### src/rtl/serv_soc_pkg.sv
// Shared types for the SERV SoC bus arbiter: FSM states, master identity,
// and the read data returned on a peripheral timeout.
package serv_soc_pkg;

    typedef enum logic [2:0] {
        IDLE,
        RAM,
        RDATA,
        PER,
        RESP
    } arb_state_t;

    typedef enum logic {
        M_IBUS,
        M_DBUS
    } master_t;

    localparam logic [31:0] RDT_ERR = 32'h0;

endpackage

### src/rtl/serv_bus_arbiter.sv
// Shares a single-port RAM and one peripheral port between SERV's ibus and dbus.
// Every output is registered; dbus has priority and each grant runs to its ack.
module serv_bus_arbiter
    import serv_soc_pkg::*;
#(
    parameter int RAM_AW      = 10,
    parameter int PER_SEL_BIT = 30,
    parameter int TIMEOUT     = 16
) (
    input  logic              clk,
    input  logic              resetn,
    input  logic [31:0]       i_ibus_adr,
    input  logic              i_ibus_cyc,
    output logic [31:0]       o_ibus_rdt,
    output logic              o_ibus_ack,
    input  logic [31:0]       i_dbus_adr,
    input  logic [31:0]       i_dbus_dat,
    input  logic [3:0]        i_dbus_sel,
    input  logic              i_dbus_we,
    input  logic              i_dbus_cyc,
    output logic [31:0]       o_dbus_rdt,
    output logic              o_dbus_ack,
    output logic [RAM_AW-1:0] o_ram_addr,
    output logic              o_ram_ce,
    output logic [3:0]        o_ram_we,
    output logic [31:0]       o_ram_wdata,
    input  logic [31:0]       i_ram_rdata,
    output logic [31:0]       o_per_adr,
    output logic [31:0]       o_per_dat,
    output logic [3:0]        o_per_sel,
    output logic              o_per_we,
    output logic              o_per_stb,
    input  logic [31:0]       i_per_rdt,
    input  logic              i_per_ack,
    output logic              o_bus_err
);

    localparam int CNT_W = $clog2(TIMEOUT);
    localparam logic [CNT_W-1:0] CNT_LAST = CNT_W'(TIMEOUT - 1);

    arb_state_t       state, state_d;
    master_t          mst_p0, mst_d;
    logic [CNT_W-1:0] cnt, cnt_d;

    logic [31:0]       ibus_rdt_d, dbus_rdt_d;
    logic              ibus_ack_d, dbus_ack_d;
    logic [RAM_AW-1:0] ram_addr_d;
    logic              ram_ce_d;
    logic [3:0]        ram_we_d;
    logic [31:0]       ram_wdata_d;
    logic [31:0]       per_adr_d, per_dat_d;
    logic [3:0]        per_sel_d;
    logic              per_we_d, per_stb_d;
    logic              bus_err_d;

    logic [31:0] req_adr, req_dat;
    logic [3:0]  req_sel;
    logic        req_we;
    master_t     req_mst;
    logic        resp_go;
    logic [31:0] resp_rdt;

    // Request selection: dbus wins; ibus accesses are always full-word reads.
    always_comb begin
        req_mst = M_IBUS;
        req_adr = i_ibus_adr;
        req_dat = 32'h0;
        req_sel = 4'hF;
        req_we  = 1'b0;
        if (i_dbus_cyc) begin
            req_mst = M_DBUS;
            req_adr = i_dbus_adr;
            req_dat = i_dbus_dat;
            req_sel = i_dbus_sel;
            req_we  = i_dbus_we;
        end
    end

    always_comb begin
        state_d     = state;
        mst_d       = mst_p0;
        cnt_d       = cnt;
        ibus_rdt_d  = 32'h0;
        dbus_rdt_d  = 32'h0;
        ibus_ack_d  = 1'b0;
        dbus_ack_d  = 1'b0;
        ram_addr_d  = '0;
        ram_ce_d    = 1'b0;
        ram_we_d    = 4'h0;
        ram_wdata_d = 32'h0;
        per_adr_d   = o_per_adr;
        per_dat_d   = o_per_dat;
        per_sel_d   = o_per_sel;
        per_we_d    = o_per_we;
        per_stb_d   = o_per_stb;
        bus_err_d   = 1'b0;
        resp_go     = 1'b0;
        resp_rdt    = 32'h0;

        case (state)
            IDLE: begin
                if (i_dbus_cyc || i_ibus_cyc) begin
                    mst_d = req_mst;
                    if (req_adr[PER_SEL_BIT]) begin
                        state_d   = PER;
                        per_adr_d = req_adr;
                        per_dat_d = req_dat;
                        per_sel_d = req_sel;
                        per_we_d  = req_we;
                        per_stb_d = 1'b1;
                        cnt_d     = '0;
                    end else begin
                        state_d     = RAM;
                        ram_ce_d    = 1'b1;
                        ram_addr_d  = req_adr[RAM_AW+1:2];
                        ram_we_d    = req_we ? req_sel : 4'h0;
                        ram_wdata_d = req_dat;
                    end
                end
            end
            RAM:   state_d = RDATA;
            RDATA: begin
                resp_go  = 1'b1;
                resp_rdt = i_ram_rdata;
            end
            PER: begin
                // An ack in the final allowed cycle beats the timeout.
                if (i_per_ack) begin
                    resp_go  = 1'b1;
                    resp_rdt = i_per_rdt;
                end else if (cnt == CNT_LAST) begin
                    resp_go   = 1'b1;
                    resp_rdt  = RDT_ERR;
                    bus_err_d = 1'b1;
                end else begin
                    cnt_d = cnt + 1'b1;
                end
            end
            RESP:    state_d = IDLE;
            default: state_d = IDLE;
        endcase

        if (resp_go) begin
            state_d   = RESP;
            per_adr_d = 32'h0;
            per_dat_d = 32'h0;
            per_sel_d = 4'h0;
            per_we_d  = 1'b0;
            per_stb_d = 1'b0;
            if (mst_p0 == M_DBUS) begin
                dbus_ack_d = 1'b1;
                dbus_rdt_d = resp_rdt;
            end else begin
                ibus_ack_d = 1'b1;
                ibus_rdt_d = resp_rdt;
            end
        end
    end

    always_ff @(posedge clk or negedge resetn) begin
        if (!resetn) begin
            state       <= IDLE;
            mst_p0      <= M_IBUS;
            cnt         <= '0;
            o_ibus_rdt  <= 32'h0;
            o_ibus_ack  <= 1'b0;
            o_dbus_rdt  <= 32'h0;
            o_dbus_ack  <= 1'b0;
            o_ram_addr  <= '0;
            o_ram_ce    <= 1'b0;
            o_ram_we    <= 4'h0;
            o_ram_wdata <= 32'h0;
            o_per_adr   <= 32'h0;
            o_per_dat   <= 32'h0;
            o_per_sel   <= 4'h0;
            o_per_we    <= 1'b0;
            o_per_stb   <= 1'b0;
            o_bus_err   <= 1'b0;
        end else begin
            state       <= state_d;
            mst_p0      <= mst_d;
            cnt         <= cnt_d;
            o_ibus_rdt  <= ibus_rdt_d;
            o_ibus_ack  <= ibus_ack_d;
            o_dbus_rdt  <= dbus_rdt_d;
            o_dbus_ack  <= dbus_ack_d;
            o_ram_addr  <= ram_addr_d;
            o_ram_ce    <= ram_ce_d;
            o_ram_we    <= ram_we_d;
            o_ram_wdata <= ram_wdata_d;
            o_per_adr   <= per_adr_d;
            o_per_dat   <= per_dat_d;
            o_per_sel   <= per_sel_d;
            o_per_we    <= per_we_d;
            o_per_stb   <= per_stb_d;
            o_bus_err   <= bus_err_d;
        end
    end

endmodule

### config.mk
export PLATFORM = sky130hd
export DESIGN_NAME = serv_bus_arbiter
export DESIGN_NICKNAME = d
export VERILOG_FILES = /design/src/rtl/serv_soc_pkg.sv /design/src/rtl/serv_bus_arbiter.sv
export SDC_FILE = /design/constraint.sdc
export NUM_CORES = 1
export LEC_CHECK = 0
export CAP_MARGIN = 0
export CORE_MARGIN = 4
export CORE_UTILIZATION = 25
export DETAILED_ROUTE_END_ITERATION = 8
export HOLD_SLACK_MARGIN = 0.12
export PLACE_DENSITY = 0.6
export SYNTH_ARGS = -nofsm -noshare
export SYNTH_HDL_FRONTEND = slang
export SYNTH_SLANG_ARGS = --single-unit
### constraint.sdc
create_clock -name clk -period 4.4 [get_ports clk]
set_clock_uncertainty 0.15 [all_clocks]
set_input_delay 0.88 -clock clk [delete_from_list [all_inputs] [get_ports clk]]
set_output_delay 0.88 -clock clk [all_outputs]
set_load 0.05 [all_outputs]
# After elaboration in Yosys (flattened, before gate mapping)
# Index checks and enable logic that the tools add are counted.
# op_classes
addsub	1
n_eq_ne	10
muxes	62
reduce_logical	11
# ops
cell	n
$mux W32	18
$pmux W32 S2	1
$mux W4	13
$mux W10	3
$mux W1	21
$pmux W3 S3	1
$ne A2 B2 Y1 const B	4
$pmux W4 S2	1
$reduce_bool A2 Y1	4
$eq A3 B2 Y1 const B	2
$mux W3	2
$reduce_and A5 Y1	1
$add A4 B1 Y4 const B	1
$eq A4 B4 Y1 const B	1
$reduce_and A2 Y1	2
$eq A3 B1 Y1 const B	1
$logic_not A3 Y1	1
$ne A3 B3 Y1 const B	1
$reduce_and A3 Y1	1
$mux W2	1
$ne A2 B1 Y1 const B	1
$pmux W1 S2	1
$reduce_or A2 Y1	1
$logic_or A1 B1 Y1	1
# totals
regBits	192
in_bits	170

# Depth between registers and ports, before layout
# Gate-level depths: netlist (run 1).
# logic_depth
depth_word	6
ltp_mapped	8
ltp_nobuf	6

# Least setup slack after synthesis (run 1)
# No wires, ideal clock.
# synth_path
kind	input to register
startpoint	input i_dbus_cyc
endpoint	register o_per_dat[23]
setup_time_ns	0.078
arrival_ns	2.167
path_slack_ns	2.005
cell_stages	7
n_path_buf	3
path_cell_list	buf_2 mux2i_1 nor4_4 buf_2 buf_4 nand3_1 a21oi_1
# synth_via
elab_chain_cells	5
# synth_rtl
element	line_no	rtl
from (decl)	serv_bus_arbiter.sv:20	input logic i_dbus_cyc,
$mux W32	serv_bus_arbiter.sv:70	if (i_dbus_cyc) begin
$mux W32	serv_bus_arbiter.sv:104	if (req_adr[PER_SEL_BIT]) begin
$mux W32	serv_bus_arbiter.sv:102	if (i_dbus_cyc || i_ibus_cyc) begin
$mux W32	serv_bus_arbiter.sv:100	case (state)
$mux W32	serv_bus_arbiter.sv:143	if (resp_go) begin
to (signal assigned)	serv_bus_arbiter.sv:192	o_per_dat <= per_dat_d;
to (decl)	serv_bus_arbiter.sv:29	output logic [31:0] o_per_dat,
# Several ways; a longest one is shown, not always the timed one. The select of a mux whose other input is x is not followed.
# A chain may end at the register's enable or synchronous reset.

# Worst setup path in the final report (run 1)
# layout_path
startpoint	register o_per_adr[4]
endpoint	output o_per_adr[4]
# layout_lines
element	line_no	rtl
from (decl)	serv_bus_arbiter.sv:28	output logic [31:0] o_per_adr,
from (signal assigned)	serv_bus_arbiter.sv:191	o_per_adr <= per_adr_d;
# No word-level cell between the ends.

==> results by group, run 1 <==
Outcome
  • Status: completed

Critical path
  • Worst-path maximum fanout: 2
  • Critical path class: register to primary output
  • CP delay by family, top: buffers and inverters
  • WP data arrival: 1660 ps
  • Ordered list of cells on the worst path: clkdlybuf4s50_1
  • Crit-path slowest cell: clkdlybuf4s50_1
  • Critical Path Start Type: register
  • CP Buf/Inv Count: 1
  • Nature of the critical path endpoint: primary output
  • FF-to-FF setup slack: ~1900 ps
  • CP peak stage delay: between 800 and 900 ps
  • Critical Path RT: 3370 ps

STA
  • Final period demand of the worst path: between 2000 and 3000 ps
  • Final hold vios: 0
  • Final setup TNS: 0 ps
  • RSZ-0062 raised after global routing: false
  • Fmax achieved: 0.3719 GHz
  • Tcrit/Tclk final: 61.11%
  • Max-slew headroom: a little over a third
  • Final setup fails: 0
  • Worst hold margin: 371.7 ps
  • Slew Limit Fails: 0
  • Final setup margin: between 1500 and 2000 ps
  • Tightest Pin Transition: 976.1 ps

Synth
  • Register area share after synthesis: between 60% and 70%
  • Synth Cell Area: 7330 sq um
  • Post-Syn Nets: between 800 and 900
  • Synth cell types: 31
  • FF+latch count, synth: 191
  • Synth Instances: roughly 670
  • Synthesis Warnings: 0
  • Mapped Avg Cell Area: between 10 and 15 sq um

Detailed routing
  • Antenna Nets Post-Route: 0
  • Via density: about 4.3
  • Drt wl/cell: 17.10 microns
  • Detailed Route WL: 23,780 microns
  • Vias: between 6,000 and 7,000
  • 1st-pass router iterations: 4
  • Detail Route met3 WL: approximately 2200 microns
  • Met2 Wirelength: 12,120 microns
  • Drt initial violations: 211
  • DRC Markers: 0
  • Top Metal Used: met5
  • Wl on met1: approximately 9100 microns

Global routing
  • Largest net degree at the start of global routing: 107
  • Overflow after GRT: 0
  • Initial antenna violation count: 3
  • First-pass GRT wire length: 34,710 microns
  • Vias in the first global route: 6,030
  • Tot GR Track Use: 14.07%

Die
  • Boundary Pins: roughly 350
  • FP Rows: 62
  • Initial Util: 25.47%
  • Die span in x: 179.2 microns
  • Die Footprint: 32,120 sq um
  • Die Ht: 179.2 microns
  • Core region area: 28,780 sq um

Clock network
  • Worst skew pair latency: 420 ps
  • H-tree depth: 4
  • Post-CTS Hold Buffers: 0
  • Sink Count: around 190
  • Register clock-pin slew on the reported worst setup and hold paths: 80 ps
  • Post-CTS Setup Inserts: 0
  • Clock tree buffer depth: 2
  • Post-CTS Resized: 0
  • Clock root buffer: clkbuf_16
  • CTS tree: done
  • CTS buffer count: 17

Cells and area
  • Area growth, synth to finish: 61.39%
  • Antenna cell count: 0
  • Share of layout cells above drive strength 1: 4.965%
  • # nets final: 1,165

Job
  • Max_cap viols: 0

Place
  • Gpl congestion: 0.7395
  • Port buffer count: 353
  • Dpl hpwl: 16,790 microns
  • Worst slack, placed: 1254 ps

Power and ir drop
  • Leak pwr: 5.023 nW
  • Worst IR drop on VDD: 0.3045 mV
  • Power Dens Cells: 647.3 nW/um^2

Min path
  • Worst Hold Class: register to register
flip-flops by register name, summed over array words and instances, names as in the netlist:
| register | count |
|---|---|
| o_ibus_ack | 1 |
| mst_p0 | 1 |
| o_dbus_rdt | 32 |
| o_per_adr | 32 |
| o_dbus_ack | 1 |
| o_ram_wdata | 32 |
| o_ibus_rdt | 32 |
| cnt | 4 |
| o_ram_ce | 1 |
| o_bus_err | 1 |
| o_ram_addr | 10 |
| o_per_we | 1 |
| o_per_sel | 4 |
| state | 3 |
| o_per_dat | 32 |
| o_ram_we | 4 |
kinds of logic after synthesis:
kind of cell	share of synthesized area, %
compound gates	9.730
xor+xnor	0.1195
fa+ha+maj	0.1707
flops	65.21
mux	4.524
simple gates	16.80
buf+inv	3.448
per-stage QoR:
step	cells	cell area, sq um	utilization, %	power, W
after floorplan	668	7330	-	0.004760
after detailed placement	1359	11210	38.94	0.006135
after global routing	1391	11830	41.10	0.008065
final	1391	11830	41.10	0.007656
after global placement	1359	11210	38.94	0.006104
after CTS	1391	11830	41.10	0.007788
report_power, final:
part	switching, W	internal (W)	total, W
logic	0.00240	0.00118	0.00358
clock network	0.000777	0.000839	0.00162
registers	0.000277	0.00218	0.00246
total	0.00346	0.00420	0.00766
synth_stat cells:
cell type  number  share of area [%]
dfrtp_1       191                 65
nor2_1        116                5.9
nand2_1        69                3.5
clkbuf_1       37                1.9
nand3_1        36                2.5
a21oi_1        34                2.3
nor2b_1        33                2.8
a211oi_1       32                3.3
a22oi_1        32                3.3
mux2i_1        32                4.4
buf_2          13               0.89
nor3_1          8               0.55
inv_1           5               0.26
a311oi_1        4               0.48
buf_1           4               0.20
or3_1           3               0.26
a22o_1          2               0.24
buf_4           2               0.20
nand2b_1        2               0.17
o21ai_0         2               0.14
and2_1          1              0.085
and4b_1         1               0.14
ha_1            1               0.17
mux2_2          1               0.15
nand4_1         1              0.085
nor3b_1         1               0.10
nor3b_2         1               0.17
nor4_4          1               0.29
nor4b_1         1               0.12
or2_2           1              0.085
xor2_1          1               0.12
worst paths after layout:
| kind | startpoint | end | depth (start not counted) |
|---|---|---|---|
| hold / removal | o_per_we$_DFFE_PN0P_ | o_per_we$_DFFE_PN0P_ | 2 |
| setup reg to reg | state[2]$_DFFE_PN0P_ | cnt[0]$_DFFE_PN0P_ | 5 |
| hold reg to reg | o_per_we$_DFFE_PN0P_ | o_per_we$_DFFE_PN0P_ | 2 |
| min in group asynchronous | resetn | o_dbus_rdt[1]$_DFF_PN0_ | 1 |
| max in group asynchronous | resetn | o_per_adr[7]$_DFFE_PN0P_ | 2 |
| setup / recovery | o_per_adr[4]$_DFFE_PN0P_ | o_per_adr[4] | 1 |
cell usage in the layout, fill, tap and decap left out, types with 32 or more instances in the layout:
cell,Yosys,layout
nor2_1,116,116
mux2i_1,32,32
clkdlybuf4s50_1,0,351
a21oi_1,34,34
nand3_1,36,36
dfrtp_1,191,190
a22oi_1,32,32
nor2b_1,33,33
a211oi_1,32,32
nand2_1,69,69
layout make-up:
type / instances / area, sq um
Clock buffer: 18 / 439.2
Clock inverter: 14 / 182.7
Fill cell: 2770 / 16950
Inverter: 5 / 18.77
Multi-Input combinational cell: 416 / 2305
Sequential cell: 191 / 4781
Tap cell: 384 / 480.5
Timing Repair Buffer: 363 / 3622
layer usage:
metal	up-vias	global-route usage, %
met5	-	0
met4	6	3.935
met3	26	4.724
met2	231	25.43
met1	2856	15.79
li1	2903	-
Power figures use the tool's default switching activity.
==> inputs of run 2 (changes only) <==
PLACE_DENSITY = 0.62   (was 0.6)
clock period = 2.15 ns   (was 4.4 ns; I/O delays follow)
==> results by group, run 2 (same netlist as run 1, synthesis figures left out) <==
Detailed routing
  • Via density: 4.357
  • Detailed Route WL: around 24,000 microns
  • Drt initial violations: 290
  • 1st-pass router iterations: 4
  • Drt wl/cell: 16.78 microns
  • Antenna Nets Post-Route: 0
  • DRC Markers: 0
  • Vias: about 6,200

Die
  • Initial Util: approximately a quarter
  • Die Footprint: 32,120 sq um
  • Core region area: 28,780 sq um
  • FP Rows: between 60 and 70
  • Boundary Pins: approximately 350
  • Die span in x: about 180 microns
  • Die Ht: 179.2 microns

STA
  • Max-slew headroom: between 60% and 70%
  • RSZ-0062 raised after global routing: false
  • Tightest Pin Transition: 550.9 ps
  • Final hold vios: 0
  • Final setup fails: 0
  • Fmax achieved: 0.4875 GHz
  • Tcrit/Tclk final: 95.40%
  • Slew Limit Fails: 0
  • Final period demand of the worst path: 2051 ps

Global routing
  • Tot GR Track Use: between 10% and 20%
  • Vias in the first global route: roughly 6,300
  • First-pass GRT wire length: roughly 36,000 microns
  • Overflow after GRT: 0
  • Largest net degree at the start of global routing: 86
  • Initial antenna violation count: 0

Clock network
  • CTS tree: done
  • CTS buffer count: 17
  • Post-CTS Setup Inserts: 0
  • Clock root buffer: clkbuf_16
  • H-tree depth: 4
  • Clock tree buffer depth: 2
  • Sink Count: about 190
  • Worst skew pair latency: around 420 ps
  • Register clock-pin slew on the reported worst setup and hold paths: 70 ps

Critical path
  • Reg2reg start: cnt[0]$_DFFE_PN0P_
  • R2r endpoint: o_per_adr[1]$_DFFE_PN0P_
  • CP peak stage delay: between 400 and 500 ps
  • Worst Reg-to-Reg Cells: 6
  • Critical path class: register to register
  • Nature of the critical path endpoint: register
  • Ordered list of cells on the worst path: ha_1 -> nand3_1 -> nor3_1 -> or3_2 -> buf_12 -> a211oi_1
  • Crit-path slowest cell: or3_2
  • Critical Path Start Type: register
  • WP data arrival: 2220 ps
  • FF-to-FF setup slack: 100 ps
  • Worst-path maximum fanout: 73
  • Critical Path RT: 2320 ps

Cells and area
  • Antenna cell count: 0
  • Fill count: 2,828
  • # nets final: 1,189
  • Share of layout cells above drive strength 1: 11.93%
  • Finished Layout Cells: 1,415
  • Area growth, synth to finish: 61.42%
  • Most common cell after layout, fill and taps aside: dfrtp_1
  • Most frequent cells in the layout: dfrtp_1, clkdlybuf4s50_1, dlygate4sd2_1

Min path
  • Min-Delay Startpoint: o_per_dat[7]$_DFFE_PN0P_
  • Hold EP: o_per_dat[7]$_DFFE_PN0P_
  • Worst hold path depth: 2
  • Worst Hold Class: register to register

Place
  • Dpl hpwl: 17,400 microns
  • Gpl congestion: 0.7368
  • Post-Place Cells: between 1,000 and 1,500
  • Port buffer count: 353

Power and ir drop
  • Seq pwr share: 32.1%
  • Clock Power Share: 20.7%
  • Switching share of power: 46.16%
  • Worst IR drop on VDD: 0.5133 mV
  • Leak pwr: 5.870 nW
  • Overall Power: 0.01535 W
  • Gate power share: between 40% and 50%
  • Int Pwr: 0.008267 W
  • Net Switching: 0.007087 W
  • Power Dens Cells: 1298 nW/um^2

Outcome
  • Status: completed

Job
  • Max_cap viols: 0
## run 2: changes by cell type in the layout (fill, tap and decap cells not counted), moves of 2 or more
cell             change
buf_12              +10
buf_4               +63
clkdlybuf4s50_1    -184
clkinv_4             +4
dlygate4sd2_1      +132
dlymetal6s2s_1       +2
inv_8                -2
## run 2: layout make-up
cell class | count | area (sq um) | area share (%)
inverters | 5 | 18.77 | 0.1586
clock buffers | 19 | 452.9 | 3.828
flip-flops and latches | 191 | 4781 | 40.41
clock inverters | 13 | 148.9 | 1.258
well taps | 384 | 480.5 | 4.061
multi-input cells | 416 | 2305 | 19.48
repair buffers | 387 | 3645 | 30.81
## run 2: what timing repair did
action | in CTS | in global routing
setup endpoints to repair | 132 | 3
hold buffers | 1 | 0
hold endpoints to repair | 46 | 0
gates resized for setup | 132 | 3
## run 2: power by group through the flow
| stage | clock network (W) | registers (W) | logic (W) |
|---|---|---|---|
| 6_report | 0.00318 | 0.00492 | 0.00725 |
| 3_5_place_dp | 0 | 0.00502 | 0.00775 |
| 2_1_floorplan | 0 | 0.00777 | 0.00197 |
| 5_1_grt | 0.00345 | 0.00505 | 0.00773 |
| 3_3_place_gp | 0 | 0.00500 | 0.00768 |
| 4_1_cts | 0.00331 | 0.00494 | 0.00737 |
## run 2: per-layer routing
metal	vias to the layer above	share of wire [%]	track usage (%)
li1	2953	-	-
met3	16	9.2	4.850
met1	2972	40	16.62
met4	0	1.5	3.713
met2	224	50	25.18
met5	-	0	0
## run 2: worst max-delay path: cells and delay by family, from the launching register on
family	cells	cell delay [ps]
DFF	1	400
buffers and inverters	1	200
adders and majority gates	1	220
AOI/OAI and AO/OA	1	250
and+or+nand+nor	3	620
## run 2: worst max path at each step
stage,startpoint,to,slack (ps),cells past startpoint
final,cnt[0]$_DFFE_PN0P_,o_per_adr[1]$_DFFE_PN0P_,100,6
after global routing,cnt[0]$_DFFE_PN0P_,o_per_sel[0]$_DFFE_PN0P_,20,6
after CTS,o_ibus_rdt[2]$_DFF_PN0_,o_ibus_rdt[2],0.8,1
after detailed placement,i_dbus_adr[30],o_per_adr[20]$_DFFE_PN0P_,-290,8
after global placement,i_dbus_adr[30],o_per_adr[28]$_DFFE_PN0P_,-260,8
after floorplan,i_dbus_cyc,o_per_dat[23]$_DFFE_PN0P_,200,7
## run 2: stage by stage
| stage | instance area, sq um | hold WS [ps] | setup WS (ps) | TNS, ps | util [%] |
|---|---|---|---|---|---|
| 5_1_grt | 11830 | 387.0 | 23.21 | 0 | 41.11 |
| 2_1_floorplan | 7330 | -15.59 | 204.7 | 0 | - |
| 3_5_place_dp | 11380 | 288.4 | -290.7 | -14070 | 39.54 |
| 4_1_cts | 11830 | 368.4 | 0.8313 | 0 | 41.09 |
| 3_3_place_gp | 11380 | 289.8 | -255.4 | -13470 | 39.54 |
| 6_report | 11830 | 371.6 | 98.91 | 0 | 41.11 |
==> inputs of run 3 (changes only) <==
CELL_PAD_IN_SITES_DETAIL_PLACEMENT = 0   (was default)
CELL_PAD_IN_SITES_GLOBAL_PLACEMENT = 1   (was default)
PLACE_DENSITY = 0.75   (was 0.62)
==> results by group, run 3 (same netlist as run 1, synthesis figures left out) <==
STA
  • Tightest Pin Transition: 762.6 ps
  • Fmax achieved: 0.5066 GHz
  • Max-slew headroom: 49.16%
  • Slew Limit Fails: 0
  • Final hold vios: 0
  • RSZ-0062 raised after global routing: false
  • Tcrit/Tclk final: 91.81%
  • Final setup fails: 0
  • Final setup TNS: 0 ps
  • Final period demand of the worst path: slightly below 2000 ps
  • Worst hold margin: 340.1 ps

Die
  • Die span in x: 179.2 microns
  • Boundary Pins: between 300 and 400
  • FP Rows: 62
  • Core region area: 28,780 sq um
  • Die Ht: ~180 microns
  • Die Footprint: 32,120 sq um
  • Initial Util: 25.47%

Detailed routing
  • Vias: 6,137
  • Drt wl/cell: 16.93 microns
  • 1st-pass router iterations: 4
  • DRC Markers: 0
  • Antenna Nets Post-Route: 0
  • Via density: approximately 4.3
  • Drt initial violations: 279
  • Detailed Route WL: 23,930 microns

Place
  • Port buffer count: around 350
  • Gpl congestion: around 0.77
  • Dpl hpwl: 17,780 microns
  • Placed cell area: 11,380 sq um

Clock network
  • Post-CTS Setup Inserts: 0
  • Register clock-pin slew on the reported worst setup and hold paths: 80 ps
  • CTS buffer count: 17
  • H-tree depth: 4
  • Worst skew pair latency: slightly above 400 ps
  • Clock tree buffer depth: 2
  • Clock root buffer: clkbuf_16
  • CTS tree: done
  • Sink Count: 191

Cells and area
  • # nets final: around 1,200
  • Final core occ: 41.13%
  • Final Cell Area: 11,840 sq um
  • Area growth, synth to finish: 61.51%
  • Share of layout cells above drive strength 1: between 10% and 20%
  • Most common cell after layout, fill and taps aside: dfrtp_1
  • Most frequent cells in the layout: dfrtp_1, clkdlybuf4s50_1, dlygate4sd2_1
  • Fill count: between 2,000 and 3,000

Power and ir drop
  • Overall Power: 0.01523 W
  • Power Dens Cells: roughly 1300 nW/um^2
  • Worst IR drop on VDD: 0.6578 mV
  • Leak pwr: 6.006 nW

Critical path
  • Critical Path Start Type: register
  • Worst-path maximum fanout: 53
  • CP peak stage delay: 480 ps
  • Nature of the critical path endpoint: register
  • Crit-path slowest cell: or3_2
  • WP data arrival: 2150 ps
  • Ordered list of cells on the worst path: ha_1 -> nand3_1 -> nor3_1 -> or3_2 -> buf_12 -> a311oi_1
  • Critical path class: register to register
  • Critical Path RT: 2330 ps

Job
  • Max_cap viols: 0

Global routing
  • Vias in the first global route: around 6,200
  • Largest net degree at the start of global routing: 79
  • First-pass GRT wire length: approximately 35,000 microns
  • Overflow after GRT: 0
  • Tot GR Track Use: 14.31%
  • Initial antenna violation count: 2

Min path
  • Worst Hold Class: register to register

Outcome
  • Status: completed
==> run 3: worst max-delay path: cells and delay by family, from the launching register on <==
kind | cells | cell delay (ps)
fa+ha+maj | 1 | 220
simple gates | 3 | 640
buf+inv | 1 | 200
compound gates | 1 | 240
flops | 1 | 400
==> run 3: worst paths after layout <==
kind,startpoint,to,slack [ps],depth (start not counted)
min in group asynchronous,resetn,o_ibus_rdt[20]$_DFF_PN0_,380,2
max in group asynchronous,resetn,o_per_we$_DFFE_PN0P_,840,3
worst min register to register,state[2]$_DFFE_PN0P_,state[1]$_DFFE_PN0P_,340,1
worst max-delay path,cnt[0]$_DFFE_PN0P_,o_per_sel[0]$_DFFE_PN0P_,180,6
worst min-delay path,state[2]$_DFFE_PN0P_,state[1]$_DFFE_PN0P_,340,1
worst max register to register,cnt[0]$_DFFE_PN0P_,o_per_sel[0]$_DFFE_PN0P_,180,6
==> run 3: timing repair <==
item	in CTS	in global routing
pin swaps	0	0
gates cloned	0	0
setup endpoints to repair	119	15
hold buffers	1	0
resized for setup	119	15
endpoints found under the hold margin	42	0
==> run 3: per-layer routing <==
layer,vias to the layer above,global-route usage (%),share of wire [%]
li1,2944,-,-
met1,2928,16.74,39
met2,247,24.85,49
met3,16,5.525,10
met4,2,3.332,1.3
met5,-,0,0.033
==> run 3: cell type report <==
class | instances | area, sq um | area share [%]
tap | 384 | 480.5 | 4.059
antenna | 1 | 2.502 | 0.02114
clock buffer | 17 | 425.4 | 3.594
inverter | 5 | 18.77 | 0.1585
multi-input combinational | 416 | 2305 | 19.47
sequential | 191 | 4781 | 40.39
clock inverter | 13 | 126.4 | 1.068
timing repair buffer | 386 | 3699 | 31.24
==> run 3: report_power, final <==
part	switching (W)	internal, W	total [W]
clock network	0.00148	0.00152	0.00300
registers	0.000492	0.00447	0.00496
logic	0.00504	0.00223	0.00727
==> run 3: through the flow <==
step / std cells / worst slack, ps
2_1_floorplan: 668 / 204.7
3_3_place_gp: 1381 / -233.5
5_1_grt: 1413 / 24.69
3_5_place_dp: 1381 / -269.1
4_1_cts: 1412 / 0.3683
6_report: 1413 / 176.0
